--- config.mk ---
export PLATFORM = sky130hd
export DESIGN_NAME = output_collector_flat
export DESIGN_NICKNAME = d
export VERILOG_FILES = /design/src/rtl/output_collector_if.sv /design/src/rtl/output_collector.sv /design/src/flat_wrapper.sv
export SDC_FILE = /design/constraint.sdc
export NUM_CORES = 1
export LEC_CHECK = 0
export ABC_AREA = 1
export CAP_MARGIN = 20
export CORE_MARGIN = 8
export CORE_UTILIZATION = 49
export DETAILED_ROUTE_END_ITERATION = 10
export GPL_ROUTABILITY_DRIVEN = 1
export PLACE_DENSITY = 0.67
export SYNTH_ARGS = -nofsm -noshare
export SYNTH_HDL_FRONTEND = slang
export SYNTH_SLANG_ARGS = --single-unit
--- constraint.sdc ---
create_clock -name clk -period 4.7 [get_ports clk]
set_clock_uncertainty 0.2 [all_clocks]
set_input_delay 0.47 -clock clk [delete_from_list [all_inputs] [get_ports clk]]
set_output_delay 0.47 -clock clk [all_outputs]
set_load 0.01 [all_outputs]
--- src/rtl/output_collector_if.sv ---
// output_collector_if: result stream returned to the host.
// m_data/m_last are valid while m_valid is high; a word moves when m_valid && m_ready.
interface output_collector_if #(
    parameter int DATA_W = 32
);
    logic [DATA_W-1:0] m_data;
    logic              m_valid;
    logic              m_ready;
    logic              m_last;

    modport master (output m_data, output m_valid, output m_last, input m_ready);
    modport slave  (input m_data, input m_valid, input m_last, output m_ready);
endinterface

--- src/rtl/output_collector.sv ---
// output_collector: buffers the upstream result stream in a FIFO and hands it
// back to the host, tagging the last word of each announced frame.
// Optional COLLECT watchdog is built only when OUT_COLLECT_TIMEOUT_EN is defined.
//
// state   | meaning
// --------+-----------------------------------------------------------------
// IDLE    | waiting for an out_count announcement
// COLLECT | pushing y_valid words, remaining counts down to the last word
// DRAIN   | input closed; waiting for the FIFO to empty, then frame_done
module output_collector #(
    parameter int DATA_W  = 32,
    parameter int DEPTH   = 16,
    parameter int ADDR_W  = 4,
    parameter int TIMEOUT = 1024
) (
    input  logic              clk,
    input  logic              clear_n,
    input  logic              enable,
    input  logic [DATA_W-1:0] y_data,
    input  logic              y_valid,
    input  logic [DATA_W-1:0] out_count,
    input  logic              out_count_valid,
    input  logic              clear_err,
    output_collector_if.master m_if,
    output logic              busy,
    output logic              frame_done,
    output logic [ADDR_W:0]   level,
    output logic              overflow,
    output logic              proto_err,
    output logic              timeout
);
    localparam logic [ADDR_W:0]   LVL_FULL = (ADDR_W + 1)'(DEPTH);
    localparam logic [ADDR_W:0]   LVL_ONE  = (ADDR_W + 1)'(1);
    localparam logic [ADDR_W-1:0] PTR_ONE  = ADDR_W'(1);
    localparam logic [DATA_W-1:0] REM_ONE  = DATA_W'(1);

    if (DEPTH < 2 || (1 << ADDR_W) != DEPTH || TIMEOUT < 1) begin : g_param_check
        $error("output_collector: DEPTH must be 2**ADDR_W and >= 2, TIMEOUT must be >= 1");
    end

    typedef enum logic [1:0] {
        ST_IDLE    = 2'd0,
        ST_COLLECT = 2'd1,
        ST_DRAIN   = 2'd2
    } state_t;

    state_t            state_q, state_d;
    logic [ADDR_W-1:0] wr_ptr_q, wr_ptr_d;
    logic [ADDR_W-1:0] rd_ptr_q, rd_ptr_d;
    logic [ADDR_W:0]   level_q, level_d;
    logic [DATA_W-1:0] remaining_q, remaining_d;
    logic              frame_done_q, frame_done_d;
    logic              overflow_q, overflow_d;
    logic              proto_err_q, proto_err_d;
    logic [DATA_W:0]   mem_q [DEPTH];
    logic [DATA_W:0]   rd_entry;
    logic              y_acc, oc_acc, full, pop;
    logic              push_req, push_ok, push_last, proto_set;
    logic              wdog_fire;

    assign y_acc        = enable & y_valid;
    assign oc_acc       = enable & out_count_valid;
    assign full         = (level_q == LVL_FULL);
    assign rd_entry     = mem_q[rd_ptr_q];
    assign m_if.m_valid = (level_q != '0);
    assign m_if.m_data  = rd_entry[DATA_W-1:0];
    assign m_if.m_last  = m_if.m_valid & rd_entry[DATA_W];
    assign pop          = m_if.m_valid & m_if.m_ready;
    // Full is judged on the registered level, so a pop never makes room for a same-cycle push
    assign push_ok      = push_req & ~full;

    // Frame sequencing: next state, remaining count, push request and protocol errors
    always_comb begin
        state_d      = state_q;
        remaining_d  = remaining_q;
        frame_done_d = 1'b0;
        push_req     = 1'b0;
        push_last    = 1'b0;
        proto_set    = 1'b0;
        case (state_q)
            ST_IDLE: begin
                if (oc_acc) begin
                    if (out_count != '0) begin
                        remaining_d = out_count;
                        state_d     = ST_COLLECT;
                    end else begin
                        frame_done_d = 1'b1;
                    end
                end
                if (y_acc) proto_set = 1'b1;
            end
            ST_COLLECT: begin
                if (y_acc) begin
                    push_req  = 1'b1;
                    push_last = (remaining_q == REM_ONE);
                    if (remaining_q != '0) remaining_d = remaining_q - REM_ONE;
                    if (remaining_q == REM_ONE) state_d = ST_DRAIN;
                end else if (wdog_fire) begin
                    // Abandoned frame: drain what arrived, no word carries the last tag
                    remaining_d = '0;
                    state_d     = ST_DRAIN;
                end
                if (oc_acc) proto_set = 1'b1;
            end
            ST_DRAIN: begin
                if (y_acc || oc_acc) proto_set = 1'b1;
                if (level_q == '0 || (level_q == LVL_ONE && pop)) begin
                    frame_done_d = 1'b1;
                    state_d      = ST_IDLE;
                end
            end
            default: state_d = ST_IDLE;
        endcase
    end

    // FIFO pointers, occupancy and sticky error flags (a new event beats clear_err)
    always_comb begin
        wr_ptr_d    = wr_ptr_q;
        rd_ptr_d    = rd_ptr_q;
        level_d     = level_q;
        if (push_ok) wr_ptr_d = wr_ptr_q + PTR_ONE;
        if (pop)     rd_ptr_d = rd_ptr_q + PTR_ONE;
        case ({push_ok, pop})
            2'b10:   level_d = level_q + LVL_ONE;
            2'b01:   level_d = level_q - LVL_ONE;
            default: level_d = level_q;
        endcase
        overflow_d  = (overflow_q & ~clear_err) | (push_req & full);
        proto_err_d = (proto_err_q & ~clear_err) | proto_set;
    end

    // Control and status registers
    always_ff @(posedge clk or negedge clear_n) begin
        if (!clear_n) begin
            state_q      <= ST_IDLE;
            wr_ptr_q     <= '0;
            rd_ptr_q     <= '0;
            level_q      <= '0;
            remaining_q  <= '0;
            frame_done_q <= 1'b0;
            overflow_q   <= 1'b0;
            proto_err_q  <= 1'b0;
        end else begin
            state_q      <= state_d;
            wr_ptr_q     <= wr_ptr_d;
            rd_ptr_q     <= rd_ptr_d;
            level_q      <= level_d;
            remaining_q  <= remaining_d;
            frame_done_q <= frame_done_d;
            overflow_q   <= overflow_d;
            proto_err_q  <= proto_err_d;
        end
    end

    // FIFO storage: data plus last tag, no reset needed since level gates the read side
    always_ff @(posedge clk) begin
        if (push_ok) mem_q[wr_ptr_q] <= {push_last, y_data};
    end

`ifdef OUT_COLLECT_TIMEOUT_EN
    localparam int              WD_W    = $clog2(TIMEOUT + 1);
    localparam logic [WD_W-1:0] WD_LOAD = WD_W'(TIMEOUT);
    localparam logic [WD_W-1:0] WD_ONE  = WD_W'(1);

    logic [WD_W-1:0] wdog_q, wdog_d;
    logic            timeout_q, timeout_d;

    assign wdog_fire = (state_q == ST_COLLECT) && !y_acc && (wdog_q == '0);

    // Watchdog: reloaded outside COLLECT and on every accepted word, counts idle COLLECT cycles
    always_comb begin
        wdog_d    = wdog_q;
        if (state_q != ST_COLLECT || y_acc) wdog_d = WD_LOAD;
        else if (wdog_q != '0)              wdog_d = wdog_q - WD_ONE;
        timeout_d = (timeout_q & ~clear_err) | wdog_fire;
    end

    // Watchdog registers
    always_ff @(posedge clk or negedge clear_n) begin
        if (!clear_n) begin
            wdog_q    <= WD_LOAD;
            timeout_q <= 1'b0;
        end else begin
            wdog_q    <= wdog_d;
            timeout_q <= timeout_d;
        end
    end

    assign timeout = timeout_q;
`else
    assign wdog_fire = 1'b0;
    assign timeout   = 1'b0;
`endif

    assign busy       = (state_q != ST_IDLE);
    assign frame_done = frame_done_q;
    assign level      = level_q;
    assign overflow   = overflow_q;
    assign proto_err  = proto_err_q;
endmodule

--- src/flat_wrapper.sv ---
// flat-port wrapper written by rule: the top's interface ports become plain ports
module output_collector_flat 
#(
    parameter int DATA_W  = 32,
    parameter int DEPTH   = 16,
    parameter int ADDR_W  = 4,
    parameter int TIMEOUT = 1024
)
  (clk, clear_n, enable, y_data, y_valid, out_count, out_count_valid, clear_err, busy, frame_done, level, overflow, proto_err, timeout, m_if_m_data, m_if_m_valid, m_if_m_last, m_if_m_ready);
  output_collector_if #(.DATA_W(DATA_W)) m_if_i ();
  input  logic clk;
  input  logic clear_n;
  input  logic enable;
  input  logic [DATA_W-1:0] y_data;
  input  logic y_valid;
  input  logic [DATA_W-1:0] out_count;
  input  logic out_count_valid;
  input  logic clear_err;
  output logic busy;
  output logic frame_done;
  output logic [ADDR_W:0] level;
  output logic overflow;
  output logic proto_err;
  output logic timeout;
  output wire logic [$bits(m_if_i.m_data)-1:0] m_if_m_data;
  output wire logic [$bits(m_if_i.m_valid)-1:0] m_if_m_valid;
  output wire logic [$bits(m_if_i.m_last)-1:0] m_if_m_last;
  input wire logic [$bits(m_if_i.m_ready)-1:0] m_if_m_ready;
  assign m_if_m_data = m_if_i.m_data;
  assign m_if_m_valid = m_if_i.m_valid;
  assign m_if_m_last = m_if_i.m_last;
  assign m_if_i.m_ready = m_if_m_ready;
  output_collector #(.DATA_W(DATA_W), .DEPTH(DEPTH), .ADDR_W(ADDR_W), .TIMEOUT(TIMEOUT)) u_core (.clk(clk), .clear_n(clear_n), .enable(enable), .y_data(y_data), .y_valid(y_valid), .out_count(out_count), .out_count_valid(out_count_valid), .clear_err(clear_err), .m_if(m_if_i), .busy(busy), .frame_done(frame_done), .level(level), .overflow(overflow), .proto_err(proto_err), .timeout(timeout));
endmodule
# [After elaboration in Yosys (flattened, before gate mapping)]
# Memory sizes are Yosys's and may differ from the RTL's.
# Index checks and enable logic that the tools add are counted.
[totals] ff_bits=50 input_bits=71 mem_bits_rw=528 elab_cells=77 n_memories=1 output_inout_bits=44
[mem_list] memory="u_core.mem_q" words=16 word_bits=33 rd=1 rd_clocked_by_memory_dff=0 wr=1 line_no="output_collector.sv:55" rtl="logic [DATA_W:0] mem_q [DEPTH];"
[op_classes] add_sub_neg=5 mux=25 n_eq_ne=13 reduce_logical=13 bitwise=12
[ops] operator="two-way mux 32 bit" n=4
[ops] operator="case mux 32 bit (2 select lines)" n=1
[ops] operator="nonzero test 32 bit" n=2
[ops] operator="== test 32 x 1 -> 1 bit (second input constant)" n=1
[ops] operator="subtractor 32 x 1 -> 32 bit (second input constant)" n=1
[ops] operator="inequality test 2 x 1 -> 1 bit (second input constant)" n=6
[ops] operator="two-way mux 1 bit" n=11
[ops] operator="two-way mux 2 bit" n=5
[ops] operator="case mux 5 bit (2 select lines)" n=1
[ops] operator="AND reduction 5 bit" n=2
[ops] operator="adder 4 x 1 -> 4 bit (second input constant)" n=2
[ops] operator="bitwise AND 1 bit" n=8
[ops] operator="case mux 2 bit (3 select lines)" n=1
[ops] operator="nonzero test 2 bit" n=3
[ops] operator="adder 5 x 1 -> 5 bit (second input constant)" n=1
[ops] operator="== test 5 x 1 -> 1 bit (second input constant)" n=1
[ops] operator="== test 5 bit (second input constant)" n=1
[ops] operator="zero test 5 bit" n=1
[ops] operator="nonzero test 5 bit" n=1
[ops] operator="subtractor 5 x 1 -> 5 bit (second input constant)" n=1
[ops] operator="== test 2 x 1 -> 1 bit (second input constant)" n=2
[ops] operator="== test 2 bit (second input constant)" n=2
[ops] operator="case mux 1 bit (3 select lines)" n=1
[ops] operator="zero test 2 bit" n=1
[ops] operator="other kinds (5)" n=8

# [Longest topological paths before layout]
# Gate-level depths: netlist of the first run.
[logic_depth] word_depth=6 ltp_mapped=13 mapped_depth_nobuf=13

# [Least setup slack after synthesis of the first run]
# Ideal clock, no wire load.
[synth_timing] path_type="register to register" start="register u_core.level_q[0], in the netlist u_core.level[0]" end="memory u_core.mem_q[11][0] (netlist bit), enable pin" setup_time_ns=0.423 synth_period_minus_slack_ns=3.266 n_path_buf=0 setup_slack_ns=1.434 required_ns=4.077 stages_incl_launch_ff=8 arrival_ns=2.643 path_cell_list="dfrtp_1 -> inv_1 -> ha_1 -> nand3_1 -> nand2_1 -> inv_1 -> nand2_1 -> nor2_1"
[synth_via] elab_chain_len=5
[synth_lines] item="start, declared" line_no="output_collector.sv:50" rtl="logic [ADDR_W:0] level_q, level_d;"
[synth_lines] item="start signal, assigned" line_no="output_collector.sv:147" rtl="level_q <= level_d;"
[synth_lines] item="== test 5 bit" line_no="output_collector.sv:63" rtl="assign full = (level_q == LVL_FULL);"
[synth_lines] item="NOT 1 bit" line_no="output_collector.sv:70" rtl="assign push_ok = push_req & ~full;"
[synth_lines] item="bitwise AND 1 bit" line_no="output_collector.sv:70"
[synth_lines] item="two-way mux 1 bit" line_no="output_collector.sv:157" rtl="if (push_ok) mem_q[wr_ptr_q] <= {push_last, y_data};"
[synth_lines] item="two-way mux 1 bit (implied by the code)" line_no="output_collector.sv:157"
[synth_lines] item="end, declared" line_no="output_collector.sv:55"
# Every way passes these cells.

# [Worst setup path after layout of the first run]
[layout_timing] start="register u_core.rd_ptr_q[0]" end="output port m_if_m_data[15]"
[layout_via] elab_chain_len=1
[layout_lines] item="start, declared" line_no="output_collector.sv:49" rtl="logic [ADDR_W-1:0] rd_ptr_q, rd_ptr_d;"
[layout_lines] item="start signal, assigned" line_no="output_collector.sv:146" rtl="rd_ptr_q <= rd_ptr_d;"
[layout_lines] item="memory (16 x 33 bit)"
[layout_lines] item="end, declared" line_no="flat_wrapper.sv:25" rtl="output wire logic [$bits(m_if_i.m_data)-1:0] m_if_m_data;"
# Every way passes these cells.

==> flow_metrics.py, run 1 <==
metrics = {
    "worst_setup_path": {
        "critical-path-max-stage-delay_ps": 640,
        "cp_max_fo": 89,
        "timing.reg2reg.setup_slack_ps": 1560,
        "cp_num_buf_inv": 3,
        "required_ps": 4030,
        "crit_path_start_kind": "register",
        "critical_path.top_delay_family": "buffers and inverters",
        "critPathSlowestCell": "dfrtp_4",
        "critical_path.most_common_cell": "nor2_1",
        "reg2reg_path_depth": 8,
        "launch_point_of_the_worst_reg_to_reg_path": "u_core.level[0]$_DFFE_PN0P_",
        "cp.arrival_ps": 3580,
        "list_of_cells_traversed_by_the_critical_path": "inv_6 -> buf_4 -> nor2_1 -> nor2_1 -> o21ai_0 -> o211ai_1 -> nand3_1 -> nand2_1 -> clkdlybuf4s50_1",
        "critPathCaptureType": "primary output",
        "critical_path_class": "register to primary output",
        "reg2reg_to": "u_core.mem_q[15][31]$_DFFE_PP_",
    },
    "clock_tree": {
        "clk_pin_slew_ps": 60,
        "clk_path_buf_depth": 3,
        "cts_tree": "built",
        "cts_htree_levels": 2,
        "cts_inserted_buffers": 57,
        "postcts_setup_bufs": 0,
        "cts.repair.resized": 0,
        "clk_latency_ps": 600,
        "cts.sinks": 578,
        "cts_root_buffer": "clkbuf_16",
        "cts-hold-fix-buffers": 1,
    },
    "logic_synthesis": {
        "syn_area_per_cell_um2": 12.14,
        "post_synth_num_cell_types": 38,
        "fraction_of_the_mapped_netlist_area_in_adder_cells_pct": 0.6194,
        "synth_seq_area_share_pct": 70.57,
        "edff_count_synth": 528,
        "synth.mux.area_fraction_pct": 2.849,
        "synth.cell_area_um2": 24240,
        "largest_family_of_logic_cells_by_synthesized_area": "simple AND/OR/NAND/NOR gates",
        "compound_cell_area_share_of_the_yosys_netlist_pct": 9.911,
        "synth_area_in_simple_gates_pct": 12.49,
        "syn-num-nets": 2080,
        "synth.ff_latch_count": 578,
        "postSynth.asyncResetShare_pct": 8.651,
        "ys.flop_type": "edfxtp_1",
        "yosys.area_share.xor_xnor_pct": 0.5059,
        "post_synth_inst_count": 1997,
        "yosys_warnings": 0,
    },
    "final_layout": {
        "proportion_of_layout_cells_with_a_drive_suffix_above_1_pct": 7.193,
        "final_cell_count_no_fill": 2807,
        "area_growth_syn_to_layout_pct": 16.48,
        "design.final.nets": 2176,
        "n_fill_cell": 3917,
    },
    "floorplan": {
        "fp.dieW_um": 238.4,
        "design.core.area_um2": 48850,
        "num_io_pins": 115,
        "die_area_um2": 56840,
        "start_util_pct": 49.62,
        "die-height_um": 238.4,
        "row_count": 81,
    },
    "place": {
        "pre_cts_slack_ps": 965.6,
        "finalWeightedCongestion": 0.8933,
        "placedCellCount": 2696,
        "io_buffer_count": 113,
        "detailed_place_hpwl_um": 32000,
    },
    "power": {
        "combPwrFrac_pct": 33.9,
        "worst_ir_drop_vdd_mv": 0.3499,
        "total_leakage_power_uw": 0.009900,
        "p_sw_uw": 5898,
        "power.clock.fraction_pct": 28.0,
        "switching_share_pct": 35.18,
        "power.density_nw_per_um2": 593.8,
        "totalPowerFinal_uw": 16770,
        "cellInternalPower_uw": 10870,
        "sequentialPowerShare_pct": 38.2,
    },
    "sta": {
        "final.period_utilization_pct": 90.34,
        "drv_slew": 0,
        "period_needed_ps": 4246,
        "rsz0062_at_grt": "false",
        "max_slew_margin_pct": 28.01,
        "setup_total_negative_slack_ps": 0,
        "post_layout_worst_setup_margin_ps": 453.9,
        "finalHoldViolations": 0,
        "setup_viol_count_final": 0,
        "timing_worst_slew_pin_value_ps": 1078,
        "timing.hold.ws_ps": 190.8,
        "fmax_mhz": 235.5,
    },
    "global_route": {
        "grt_overflow_total": 0,
        "number_of_global_route_vias_before_repair": 15554,
        "maximum_number_of_pins_on_one_net_before_global_route_repair": 107,
        "grt_first_pass_wirelength_um": 90780,
        "grtUsageTotal_pct": 20.40,
        "grt_antenna_before_repair": 3,
    },
    "route": {
        "route.detailed.vias_per_inst": 5.673,
        "wl_per_cell_um": 20.96,
        "post-route-drc-count": 0,
        "drt-initial-drc-count": 1607,
        "ant_nets": 0,
        "firstDrtPassIters": 5,
        "postRouteWirelength_um": 58850,
        "routed-via-count": 15924,
    },
    "job": {
        "maxCapViolations": 0,
    },
    "outcome": {
        "outcome": "finished, final reports clean",
    },
    "hold_path": {
        "hold_path_class": "input port to asynchronous set/reset pin",
    },
}
==> cell usage in the layout, fill, tap and decap left out, types with 12 or more instances in the layout <==
cell / instances
ha_1: 12
buf_12: 12
nand2_1: 296
o22ai_1: 24
edfxtp_1: 528
inv_1: 55
nor2_1: 342
clkbuf_16: 58
o221ai_1: 51
mux2i_1: 69
dfrtp_1: 46
o21ai_0: 207
clkinv_1: 15
nor2_4: 17
nand3_1: 80
clkdlybuf4s50_1: 112
buf_4: 24
o211ai_1: 82
==> registers in the layout, summed over array words and instances (netlist names) <==
signal	flops
u_core.wr_ptr_q	4
u_core.remaining_q	32
u_core.state_q	2
u_core.proto_err	1
u_core.overflow	1
u_core.rd_ptr_q	4
u_core.mem_q	528
u_core.level	5
u_core.frame_done	1
==> per-layer routing <==
metal / GRT usage, % / part of all wire (%) / vias to the layer above
li1: - / - / 7428
met1: 28.15 / 43 / 7851
met2: 33.08 / 47 / 554
met3: 3.669 / 7.6 / 89
met4: 5.787 / 2.2 / 2
met5: 0 / 0.017 / -
==> power by group through the flow <==
stage / logic [uW] / clock network (uW) / registers [uW]
after floorplan: 3700 / 0 / 6290
after global placement: 5560 / 0 / 6480
after detailed placement: 5660 / 0 / 6490
after CTS: 5690 / 4760 / 6390
after global routing: 6260 / 4990 / 6450
final: 5680 / 4690 / 6400
==> how the worst max path moves through the flow <==
stage                                              start  cells past startpoint                            end  slack [ps]
final                     u_core.rd_ptr_q[0]$_DFFE_PN0P_                      9                m_if_m_data[15]         450
after global routing      u_core.rd_ptr_q[0]$_DFFE_PN0P_                      9                m_if_m_data[15]         240
after CTS                 u_core.rd_ptr_q[0]$_DFFE_PN0P_                      6                m_if_m_data[29]         310
after detailed placement  u_core.rd_ptr_q[0]$_DFFE_PN0P_                      6                m_if_m_data[29]         970
after global placement    u_core.rd_ptr_q[0]$_DFFE_PN0P_                      6                m_if_m_data[29]        1030
after floorplan              u_core.level[0]$_DFFE_PN0P_                      7  u_core.mem_q[11][0]$_DFFE_PP_        1430
==> cell usage after synthesis (all sizes together), types with 3 or more instances <==
master  instances  share of area, %
o22ai          24              0.62
o21bai         10              0.31
inv            61              0.94
nand3          80               1.7
or2             3             0.077
o21ai         212               4.4
edfxtp        528                65
nor2          361               5.6
o221ai         51               1.8
mux2i          69               2.8
nand2         297               4.6
nand4          11              0.28
ha             12              0.62
o211ai         82               2.5
a21oi           6              0.12
xnor2           3              0.11
xor2           11              0.40
dfrtp          50               5.2
clkbuf         76               1.2
buf            38              0.90
==> cells by family (layout without fill, tap and decap cells) <==
group | after synthesis | count (layout)
AND/OR/NAND/NOR | 759 | 759
flip-flops | 578 | 578
AO/OA/AOI/OAI | 388 | 388
buffers and inverters | 176 | 320
multiplexers | 69 | 69
XOR/XNOR | 14 | 14
adder cells (fa/ha/maj) | 12 | 12
other | 1 | 3
==> stage by stage <==
stage                     utilization, %  cell area, um^2
after global placement             53.75            26260
final                              57.80            28230
after detailed placement           53.75            26260
after floorplan                        -            24240
after CTS                          57.73            28200
after global routing               57.80            28230
==> layout make-up <==
type	count	area, um^2	share of cell area (%)
flip-flops and latches	578	17120	60.63
multi-input cells	1243	6525	23.11
repair buffers	151	1584	5.610
clock buffers	69	1493	5.287
well taps	664	830.8	2.942
clock inverters	38	440.4	1.560
inverters	62	237.7	0.8420
diodes	2	5.005	0.01773
(Power assumes the default switching activity.)
==> inputs of run 2 (changes only) <==
--- a/config.mk
+++ b/config.mk
@@ -12,6 +12,7 @@
 export DETAILED_ROUTE_END_ITERATION = 10
 export GPL_ROUTABILITY_DRIVEN = 1
 export PLACE_DENSITY = 0.67
+export SLEW_MARGIN = 20
 export SYNTH_ARGS = -nofsm -noshare
 export SYNTH_HDL_FRONTEND = slang
 export SYNTH_SLANG_ARGS = --single-unit
==> run 2 against run 1 <==
Effect of this change: combinational power barely moved; clock power barely moved; sequential power barely moved; final area barely moved; sequential share of layout area rose by 0.051 points; die area did not move; routed wire length fell by 0.10%; setup slack improved by 11 ps; hold slack improved by 0.71 ps; critical path type unchanged; critical endpoint is now m_if_m_data[21]; largest cell class unchanged.
==> flow_metrics.py, run 2 (synthesis gave the netlist of run 1 again) <==
metrics = {
    "outcome": {
        "outcome": "finished, final reports clean",
    },
    "power": {
        "total_leakage_power_uw": 0.009889,
        "switching_share_pct": 35.16,
        "sequentialPowerShare_pct": 38.2,
        "power.density_nw_per_um2": 593.0,
        "worst_ir_drop_vdd_mv": 0.3495,
        "combPwrFrac_pct": 33.8,
        "power.clock.fraction_pct": 28.0,
        "cellInternalPower_uw": 10850,
        "totalPowerFinal_uw": 16730,
        "p_sw_uw": 5882,
    },
    "route": {
        "wl_per_cell_um": 20.95,
        "route.detailed.vias_per_inst": 5.654,
        "postRouteWirelength_um": 58790,
        "routed-via-count": 15866,
        "ant_nets": 0,
        "drt-initial-drc-count": 1506,
        "firstDrtPassIters": 5,
        "post-route-drc-count": 0,
    },
    "worst_setup_path": {
        "crit_path_start_kind": "register",
        "required_ps": 4030,
        "critical-path-max-stage-delay_ps": 640,
        "cp_num_buf_inv": 3,
        "reg2reg_path_depth": 8,
        "launch_point_of_the_worst_reg_to_reg_path": "u_core.level[0]$_DFFE_PN0P_",
        "cp.arrival_ps": 3570,
        "list_of_cells_traversed_by_the_critical_path": "inv_6 -> buf_4 -> nor2_1 -> nor2_1 -> o21ai_0 -> o211ai_1 -> o211ai_1 -> nand2_1 -> clkdlybuf4s50_1",
        "critPathCaptureType": "primary output",
        "reg2reg_to": "u_core.mem_q[15][31]$_DFFE_PP_",
        "critical_path.top_delay_family": "buffers and inverters",
        "cp_max_fo": 89,
        "critPathSlowestCell": "dfrtp_4",
        "timing.reg2reg.setup_slack_ps": 1560,
        "critical_path_class": "register to primary output",
    },
    "final_layout": {
        "design.final.nets": 2175,
        "max_flop_register": "u_core.mem_q",
        "fin_util_pct": 57.75,
        "postLayoutCellArea_um2": 28210,
        "seqCellArea_um2": 17120,
        "final_cell_count_no_fill": 2806,
        "final_cell_mix": "528 x edfxtp_1, 342 x nor2_1, 296 x nand2_1",
        "area_growth_syn_to_layout_pct": 16.38,
        "proportion_of_layout_cells_with_a_drive_suffix_above_1_pct": 7.150,
        "area_used_by_multi_input_combinational_logic_um2": 6525,
        "n_fill_cell": 3922,
        "layout_commonest_cell": "edfxtp_1",
        "largest_register_ff_count": 528,
    },
    "floorplan": {
        "start_util_pct": 49.62,
        "num_io_pins": 115,
        "die_area_um2": 56840,
        "fp.dieW_um": 238.4,
        "row_count": 81,
        "design.core.area_um2": 48850,
        "die-height_um": 238.4,
    },
    "global_route": {
        "grtUsageTotal_pct": 20.40,
        "grtUsageMet3_pct": 3.669,
        "grt_overflow_total": 0,
        "grt_antenna_before_repair": 3,
        "maximum_number_of_pins_on_one_net_before_global_route_repair": 107,
        "met1_usage_pct": 28.15,
        "global_route_hottest_layer": "met2",
        "number_of_global_route_vias_before_repair": 15554,
        "grt_first_pass_wirelength_um": 90780,
        "use_met2_pct": 33.08,
    },
    "sta": {
        "drv_slew": 0,
        "rsz0062_at_grt": "false",
        "setup_viol_count_final": 0,
        "fmax_mhz": 236.1,
        "final.period_utilization_pct": 90.11,
        "max_slew_margin_pct": 27.87,
        "timing_worst_slew_pin_value_ps": 1082,
        "setup_total_negative_slack_ps": 0,
        "period_needed_ps": 4235,
        "finalHoldViolations": 0,
    },
    "clock_tree": {
        "clk_path_buf_depth": 3,
        "cts_tree": "built",
        "cts_root_buffer": "clkbuf_16",
        "cts_inserted_buffers": 57,
        "clk_pin_slew_ps": 60,
        "clk_latency_ps": 600,
        "cts_htree_levels": 2,
        "cts.repair.resized": 0,
        "cts.sinks": 578,
    },
    "place": {
        "post_dp_cell_area_um2": 26260,
        "placedCellCount": 2696,
        "detailed_place_hpwl_um": 32000,
        "io_buffer_count": 113,
        "finalWeightedCongestion": 0.8933,
    },
    "job": {
        "maxCapViolations": 0,
    },
    "hold_path": {
        "hold_path_class": "input port to asynchronous set/reset pin",
    },
}
## run 2: cell types whose count changed in the layout (fill, tap and decap cells not counted), sizes merged
| cell | delta |
|---|---|
| buf | -1 |
## run 2: cell type report
type	count	share of cell area (%)
Timing Repair Buffer	150	5.531
Multi-Input combinational cell	1243	23.13
Tap cell	664	2.945
Clock buffer	69	5.291
Antenna cell	2	0.01774
Clock inverter	38	1.561
Sequential cell	578	60.68
Inverter	62	0.8427
## run 2: power by group through the flow
stage	combinational (uW)	clock (uW)	sequential, uW
floorplan	3700	0	6290
global placement	5560	0	6480
detailed placement	5660	0	6490
CTS	5690	4760	6390
global route	6240	4980	6450
finish	5650	4680	6400
## run 2: repair_timing
| item | in CTS | in global routing |
|---|---|---|
| setup buffers | 0 | 0 |
| hold buffers | 1 | 0 |
| setup endpoints to repair | 0 | 0 |
| endpoints found under the hold margin | 22 | 0 |
## run 2: how the worst max path moves through the flow
stage | slack [ps] | endpoint | cells past startpoint | startpoint
2_1_floorplan | 1430 | u_core.mem_q[11][0]$_DFFE_PP_ | 7 | u_core.level[0]$_DFFE_PN0P_
3_3_place_gp | 1030 | m_if_m_data[29] | 6 | u_core.rd_ptr_q[0]$_DFFE_PN0P_
3_5_place_dp | 970 | m_if_m_data[29] | 6 | u_core.rd_ptr_q[0]$_DFFE_PN0P_
4_1_cts | 310 | m_if_m_data[29] | 6 | u_core.rd_ptr_q[0]$_DFFE_PN0P_
5_1_grt | 250 | m_if_m_data[15] | 9 | u_core.rd_ptr_q[0]$_DFFE_PN0P_
6_report | 460 | m_if_m_data[21] | 9 | u_core.rd_ptr_q[0]$_DFFE_PN0P_
## run 2: per-layer routing
| layer | vias to the layer above | share of wire [%] |
|---|---|---|
| li1 | 7423 | - |
| met1 | 7799 | 43 |
| met2 | 560 | 48 |
| met3 | 82 | 7.2 |
| met4 | 2 | 2.1 |
| met5 | - | 0.017 |
## run 2: through the flow
step | worst slack (ps) | hold WS, ps
3_5_place_dp | 965.6 | 270.6
2_1_floorplan | 1434 | -25.59
4_1_cts | 308.7 | 179.5
3_3_place_gp | 1028 | 267.4
6_report | 464.8 | 191.6
5_1_grt | 249.4 | 219.8
## run 2: worst reg2reg max path: stages (launching register included)
cell,delay [ps]
dfrtp_1,440
inv_1,120
ha_1,240
nand3_1,120
nand2_1,170
inv_1,210
nand2_1,300
nor2_4,390
buf_4,550
